### config.mk
export PLATFORM = sky130hd
export DESIGN_NAME = gcd_issuer
export DESIGN_NICKNAME = d
export VERILOG_FILES = /design/src/rtl/gcd_issuer.sv
export SDC_FILE = /design/constraint.sdc
export NUM_CORES = 1
export LEC_CHECK = 0
export CAP_MARGIN = 20
export CORE_ASPECT_RATIO = 1.5
export CORE_MARGIN = 1.5
export CORE_UTILIZATION = 50
export CTS_BUF_LIST = sky130_fd_sc_hd__clkbuf_4
export CTS_CLUSTER_DIAMETER = 50
export CTS_CLUSTER_SIZE = 10
export DETAILED_ROUTE_END_ITERATION = 10
export DONT_BUFFER_PORTS = 1
export GPL_TIMING_DRIVEN = 0
export PLACE_DENSITY = 0.7
export SLEW_MARGIN = 20
export SYNTH_ARGS = -nofsm -noshare
export SYNTH_HDL_FRONTEND = slang
export SYNTH_SLANG_ARGS = --single-unit
### constraint.sdc
create_clock -name clk -period 8.15 [get_ports clk]
set_input_delay 2.445 -clock clk [delete_from_list [all_inputs] [get_ports clk]]
set_output_delay 2.445 -clock clk [all_outputs]
set_load 0.02 [all_outputs]
### src/rtl/gcd_issuer.sv
// Initiator for the GCD engine: takes tagged operand pairs, pulses the engine load, and returns tagged results.
// Optional watchdog on the engine wait is compiled in with `define GCD_WDOG_EN.
module gcd_issuer #(
  parameter int XLEN        = 32,
  parameter int TAGW        = 4,
  parameter int WDOG_CYCLES = 256
) (
  input  logic            clk,
  input  logic            reset,
  input  logic            op_valid,
  output logic            op_ready,
  input  logic [XLEN-1:0] op_a,
  input  logic [XLEN-1:0] op_b,
  input  logic [TAGW-1:0] op_tag,
  output logic            ld_o,
  output logic [XLEN-1:0] a_o,
  output logic [XLEN-1:0] b_o,
  input  logic            done_i,
  input  logic [XLEN-1:0] gcd_i,
  output logic            res_valid,
  input  logic            res_ready,
  output logic [XLEN-1:0] res_gcd,
  output logic [TAGW-1:0] res_tag,
  output logic            res_err,
  output logic            busy,
  output logic [15:0]     done_cnt
);

  typedef enum logic [1:0] {IDLE, LOAD, WAIT, RESP} state_t;

  state_t state, state_nx;
  logic   accept;
  logic   bypass;
  logic   expire;

  assign op_ready  = (state == IDLE) && !reset;
  assign accept    = op_valid && op_ready;
  // A zero operand makes the GCD trivially the other operand, so the engine is skipped.
  assign bypass    = (op_a == '0) || (op_b == '0);
  assign ld_o      = (state == LOAD);
  assign res_valid = (state == RESP);
  assign busy      = (state != IDLE);

`ifdef GCD_WDOG_EN
  localparam int WW = $clog2(WDOG_CYCLES + 1);
  logic [WW-1:0] wdog_cnt;

  assign expire = (wdog_cnt == WW'(WDOG_CYCLES - 1));

  always_ff @(posedge clk or posedge reset) begin
    if (reset) begin
      wdog_cnt <= '0;
      res_err  <= 1'b0;
    end else begin
      if (state == LOAD)
        wdog_cnt <= '0;
      else if (state == WAIT)
        wdog_cnt <= wdog_cnt + 1'b1;

      if (accept)
        res_err <= 1'b0;
      else if (state == WAIT && !done_i && expire)
        res_err <= 1'b1;
    end
  end
`else
  assign expire  = 1'b0;
  assign res_err = 1'b0;
`endif

  always_ff @(posedge clk or posedge reset) begin
    if (reset) state <= IDLE;
    else       state <= state_nx;
  end

  always_comb begin
    state_nx = state;
    case (state)
      IDLE: if (accept) state_nx = bypass ? RESP : LOAD;
      LOAD: state_nx = WAIT;
      WAIT: if (done_i || expire) state_nx = RESP;
      RESP: if (res_ready) state_nx = IDLE;
      default: state_nx = IDLE;
    endcase
  end

  always_ff @(posedge clk or posedge reset) begin
    if (reset) begin
      a_o      <= '0;
      b_o      <= '0;
      res_gcd  <= '0;
      res_tag  <= '0;
      done_cnt <= '0;
    end else begin
      if (accept) begin
        a_o     <= op_a;
        b_o     <= op_b;
        res_tag <= op_tag;
        if (bypass) res_gcd <= op_a | op_b;
      end
      // done_i wins over a simultaneous watchdog expiry.
      if (state == WAIT) begin
        if (done_i)      res_gcd <= gcd_i;
        else if (expire) res_gcd <= '0;
      end
      if (state == RESP && res_ready)
        done_cnt <= done_cnt + 16'd1;
    end
  end

endmodule
==> impl_metrics.json, run 1 <==
{
  "synth_commonest_cells": "nand2_1, dfrtp_1, a21oi_1, o41ai_1, o21ai_1",
  "ios": 226,
  "path_cells": "nor2b_1",
  "critical_path_depth": 1,
  "post_drt_wl_per_cell_um": 22.2,
  "grt_max_degree": 83,
  "syn2layout_area_growth_pct": 10.7,
  "drt-total-wl_um": 16000,
  "syn_area_um2": 5160,
  "crit_path_end_kind": "primary output",
  "cpPeakStageDelay_ns": 0.42,
  "synth_top_cell_by_area": "dfrtp_1",
  "syn_avg_cell_area_um2": 9.01,
  "drt.antenna.violating_nets": 0,
  "via_per_inst": 6.16,
  "overflow": 0,
  "fin_tns_setup_ns": 0,
  "grt_pass1_vias": 4599,
  "synthCells": 573,
  "core_area_um2": 10100,
  "drt-pass1-iter-count": 7,
  "cts.sinks": 118,
  "vias": 4457,
  "syn_nets": 684,
  "final-setup-viol-count": 0,
  "cts_root_buf": "clkbuf_4",
  "crit_buf_inv": 0,
  "slew_headroom_pct": 57.9,
  "worst_hold_path_type": "flop to flop",
  "gr-usage-all-layers_pct": 29.6,
  "ys_warn_count": 0,
  "synth_top_flop_cell": "dfrtp_1",
  "dpl.hpwl_um": 12000,
  "drive_gt1_share_pct": 7.10,
  "period_minus_slack_ns": 5.31,
  "cts_buffer_depth": 2,
  "cts_tree": "yes",
  "cts-resized-gates": 0,
  "seq_area_frac_synth_pct": 57.2,
  "power_w": 0.00232,
  "r2r_setup_slack_ns": 5.37,
  "cp.arrival_ns": 2.86,
  "crit_type": "primary input to primary output",
  "leakage_nw": 2.71,
  "irDropWorstVdd_v": 0.000250,
  "fmax_mhz": 188,
  "yosysMostFrequentCell": "nand2_1",
  "antenna_found_initial": 1,
  "cts_inserted_buffers": 17,
  "period_share_pct": 65.1,
  "synthTopCellsByArea": "dfrtp_1, nand2_1, o41ai_1",
  "cts_max_level": 4,
  "final_nets": 704,
  "reg2regPathDepth": 8,
  "chipHeight_um": 127,
  "start_util_pct": 51.2,
  "synth-async-reset-ratio_pct": 100,
  "crit_fanout": 3,
  "tightest_slew_ns": 0.631,
  "cp_top_family": "simple AND/OR/NAND/NOR gates",
  "slowest_stage": "nor2b_1",
  "synth.ff_latch_count": 118,
  "r2r_end": "res_gcd[10]$_DFF_PP0_",
  "port-buffer-count": 0,
  "final_max_slew_viol_count": 0,
  "r2r_start": "state[1]$_DFFE_PP0P_",
  "hold_viol": 0,
  "grt_pass1_wl_um": 24700,
  "synth_edf_count": 0,
  "start_kind": "primary input",
  "holdBufCountCts": 0,
  "globalplace.congestion": 0.853,
  "startpoint": "reset",
  "die_w_um": 85.9,
  "finClkSkew_ns": 0.0126,
  "clk_pin_slew_worst_paths_ns": 0.10,
  "pwr_density_cell_nw_per_um2": 406,
  "critical_path.endpoint": "op_ready",
  "die_area_um2": 11000,
  "rows": 45,
  "initialDrtViolationCount": 289,
  "post-cts-setup-buffer-count": 0,
  "synth_top_area_share_pct": 57.2,
  "cp.required_ns": 5.71,
  "clk_latency_ns": 0.50,
  "cap_violations": 0,
  "post-route-drc-count": 0,
  "status": "finished, final reports clean",
  "rsz0062_at_grt": "false",
  "yosysUniqueCellTypes": 28
}
[how the worst min path moves through the flow]
stage	start	end	slack, ns	cells after the start
floorplan	done_cnt[15]$_DFFE_PP0P_	done_cnt[15]$_DFFE_PP0P_	0.58	1
global placement	done_cnt[15]$_DFFE_PP0P_	done_cnt[15]$_DFFE_PP0P_	0.60	1
detailed placement	done_cnt[15]$_DFFE_PP0P_	done_cnt[15]$_DFFE_PP0P_	0.60	1
CTS	done_cnt[15]$_DFFE_PP0P_	done_cnt[15]$_DFFE_PP0P_	0.62	1
global route	b_o[19]$_DFFE_PP0N_	b_o[19]$_DFFE_PP0N_	0.65	2
finish	done_cnt[15]$_DFFE_PP0P_	done_cnt[15]$_DFFE_PP0P_	0.62	1
[power breakdown]
group	leakage [nW]	switching, W	internal, W	total [W]
combinational	1.03	0.000292	0.000175	0.000466
sequential	1.49	0.000495	0.000824	0.00132
clock	0.186	0.000223	0.000311	0.000534
[per-stage QoR]
stage          setup slack (ns)  instances  area (um2)  hold slack (ns)  util [%]
2_1_floorplan              2.58        573        5160            0.582         -
3_3_place_gp               1.47        690        5310            0.601      52.7
3_5_place_dp               2.84        691        5340            0.601      53.0
4_1_cts                    2.84        723        5710            0.620      56.7
5_1_grt                    2.83        724        5710            0.645      56.7
6_report                   2.84        724        5710            0.617      56.7
[placed cells by master (no fill, tap or decap), drive strengths merged]
| cell type | n |
|---|---|
| and3 | 1 |
| buf | 13 |
| mux2 | 1 |
| nor4 | 16 |
| nor2b | 1 |
| conb | 1 |
| nand4 | 10 |
| bufinv | 6 |
| and2 | 4 |
| dfrtp | 118 |
| xor2 | 4 |
| clkbuf | 43 |
| clkinvlp | 3 |
| a21oi | 32 |
| ha | 6 |
| inv | 6 |
| o21ai | 35 |
| nor3 | 2 |
| nand2 | 246 |
| nand3 | 2 |
| o41ai | 32 |
| a222oi | 1 |
| xnor2 | 11 |
| diode | 1 |
| o22a | 1 |
| o22ai | 2 |
| clkinv | 4 |
| nor2 | 4 |
| and4 | 1 |
[cell type report]
cell class	instances	area, um2
Sequential cell	118	2950
Tap cell	117	146
Timing Repair Buffer	1	27.5
Fill cell	893	4370
Clock buffer	19	143
Clock inverter	13	229
Inverter	6	27.5
Antenna cell	1	2.50
Buffer	36	149
Multi-Input combinational cell	413	2040
[kinds of logic after synthesis]
kind of cell             after synthesis  synth area share, %
AND/OR/NAND/NOR                      287                 22.6
flip-flops                           118                 57.2
AO/OA/AOI/OAI                        103                 12.5
buffers and inverters                 42                 3.32
XOR/XNOR                              15                 2.55
adder cells (fa/ha/maj)                6                 1.45
other                                  1               0.0727
multiplexers                           1                0.218
[flip-flops by register name, summed over array words and instances, names as in the netlist]
| register | count |
|---|---|
| b_o | 32 |
| done_cnt | 16 |
| state | 2 |
| a_o | 32 |
| res_gcd | 32 |
| res_tag | 4 |
[routing by layer]
| metal | GRT usage (%) | vias up | wire length (um) |
|---|---|---|---|
| li1 | - | 1987 | - |
| met1 | 34.4 | 2115 | 5800 |
| met2 | 49.9 | 300 | 7980 |
| met3 | 9.30 | 55 | 1640 |
| met4 | 12.7 | 0 | 614 |
| met5 | 0 | - | 0 |
(Power assumes the default switching activity.)
==> inputs of run 2 (changes only) <==
==> constraint.sdc (replaced) <==
create_clock -name clk -period 5.3 [get_ports clk]
set_input_delay 1.59 -clock clk [delete_from_list [all_inputs] [get_ports clk]]
set_output_delay 1.59 -clock clk [all_outputs]
set_load 0.02 [all_outputs]
==> results of run 2 <==
The final DEF is identical to that of run 1. Status: finished, final reports clean.
Main changes from that run: setup slack after placement 2.84 ns -> 1.70 ns; setup slack after layout 2.84 ns -> 1.70 ns; register-to-register setup slack 5.37 ns -> 2.52 ns; total power 0.00232 W -> 0.00357 W; worst IR drop on VDD 0.000250 V -> 0.000384 V
==> inputs of run 3 (changes only) <==
==> constraint.sdc (replaced) <==
create_clock -name clk -period 3.44 [get_ports clk]
set_input_delay 1.032 -clock clk [delete_from_list [all_inputs] [get_ports clk]]
set_output_delay 1.032 -clock clk [all_outputs]
set_load 0.02 [all_outputs]
==> impl_metrics.json, run 3 (synthesis results as in run 1) <==
{
  "finalNonFillerCells": 726,
  "post-cts-setup-buffer-count": 0,
  "pwr_density_cell_nw_per_um2": 937,
  "layout_commonest_cell": "nand2_1",
  "rows": 45,
  "vias": 4404,
  "cts.sinks": 118,
  "fin_tns_setup_ns": 0,
  "globalplace.congestion": 0.864,
  "top_regs": "a_o x32, b_o x32, res_gcd x32",
  "crit_path_end_kind": "flop",
  "wl_met2_um": 8170,
  "cts_tree": "yes",
  "final_nets": 706,
  "met1Wirelength_um": 5680,
  "finClkSkew_ns": 0.00814,
  "drt.antenna.violating_nets": 0,
  "overflow": 0,
  "slowest_stage": "clkbuf_1",
  "ios": 226,
  "final_max_slew_viol_count": 0,
  "cts_root_buf": "clkbuf_4",
  "crit_type": "flop to flop",
  "start_util_pct": 51.2,
  "cts_max_level": 4,
  "crit_fanout": 10,
  "antenna_found_initial": 1,
  "fmax_mhz": 354,
  "cp.required_ns": 3.90,
  "rsz0062_at_grt": "false",
  "clk_latency_ns": 0.53,
  "drive_gt1_share_pct": 6.74,
  "die_area_um2": 11000,
  "slew_headroom_pct": 49.2,
  "grt_pass1_wl_um": 24200,
  "leakage_nw": 2.70,
  "port-buffer-count": 0,
  "status": "finished, final reports clean",
  "path_cells": "inv_1 > ha_1 > nor2b_1 > and2_1 > clkbuf_1 > clkbuf_1 > a21oi_1 > o21ai_1",
  "start_kind": "flop",
  "cts_inserted_buffers": 17,
  "place_inst": 693,
  "core_area_um2": 10100,
  "period_minus_slack_ns": 2.82,
  "cp.arrival_ns": 3.28,
  "cap_violations": 0,
  "wl_met3_um": 1590,
  "layout_common_cells": "nand2_1, dfrtp_1, a21oi_1, o41ai_1, o21ai_1",
  "cpPeakStageDelay_ns": 0.50,
  "period_share_pct": 82.1,
  "dpl.hpwl_um": 12200,
  "crit_top_cell": "clkbuf_1",
  "gr-usage-all-layers_pct": 29.3,
  "worst_hold_path_type": "primary input to async pin",
  "via_per_inst": 6.07,
  "cts-resized-gates": 0,
  "dpl_worst_slack_ns": 0.427,
  "drt-total-wl_um": 15900,
  "irDropWorstVdd_v": 0.000413,
  "grt_max_degree": 34,
  "clk_pin_slew_worst_paths_ns": 0.10,
  "syn2layout_area_growth_pct": 10.0,
  "hold_viol": 0,
  "holdBufCountCts": 0,
  "post_drt_wl_per_cell_um": 21.9,
  "holdWs_ns": 0.481,
  "tightest_slew_ns": 0.761,
  "post-route-drc-count": 0,
  "grt_pass1_vias": 4499,
  "final-setup-viol-count": 0,
  "die_w_um": 85.9,
  "top_layer": "met4",
  "cts_buffer_depth": 2,
  "initialDrtViolationCount": 298,
  "finalWorstSetupSlack_ns": 0.617,
  "chipHeight_um": 127,
  "drt-pass1-iter-count": 5
}
==> run 3: path summary, 6_finish.rpt <==
path | slack [ns] | startpoint | end | depth (start not counted)
setup reg to reg | 0.62 | state[1]$_DFFE_PP0P_ | res_gcd[21]$_DFF_PP0_ | 8
setup / recovery | 0.62 | state[1]$_DFFE_PP0P_ | res_gcd[21]$_DFF_PP0_ | 8
hold reg to reg | 0.63 | a_o[4]$_DFFE_PP0N_ | a_o[4]$_DFFE_PP0N_ | 2
max in group asynchronous | 2.16 | reset | res_gcd[8]$_DFF_PP0_ | 3
min in group clk | 0.59 | op_b[18] | b_o[18]$_DFFE_PP0N_ | 2
hold / removal | 0.48 | reset | done_cnt[8]$_DFFE_PP0P_ | 1
==> run 3: metal layers <==
metal  track usage (%)  vias to the layer above
met2              50.3                      269
met3              11.8                       39
met5                 0                        -
li1                  -                     1988
met1              32.1                     2108
met4              11.5                        0
==> run 3: critical path: cells and delay by family (launching register included) <==
kind	cells	cell delay [ns]
flip-flops	1	0.42
AO/OA/AOI/OAI	2	0.31
AND/OR/NAND/NOR	2	0.67
adder cells (fa/ha/maj)	1	0.23
buffers and inverters	3	1.10
==> run 3: cell type report <==
class                   instances  area, um2
fillers                       891       4400
flip-flops and latches        118       2950
multi-input cells             413       2040
clock inverters                13        161
plain buffers                  36        149
well taps                     117        146
clock buffers                  19        143
repair buffers                  3       60.1
inverters                       6       26.3
diodes                          1       2.50
==> run 3: power breakdown <==
group	leakage, nW	switching [W]	internal, W	total, W
registers	1.49	0.00117	0.00195	0.00313
logic	1.04	0.000685	0.000417	0.00110
clock network	0.164	0.000514	0.000577	0.00109
==> run 3: through the flow <==
stage | instance area, um2 | power (W) | util [%]
5_1_grt | 5680 | 0.00560 | 56.3
6_report | 5680 | 0.00532 | 56.3
4_1_cts | 5670 | 0.00534 | 56.3
3_3_place_gp | 5310 | 0.00415 | 52.7
2_1_floorplan | 5160 | 0.00385 | -
3_5_place_dp | 5370 | 0.00425 | 53.3
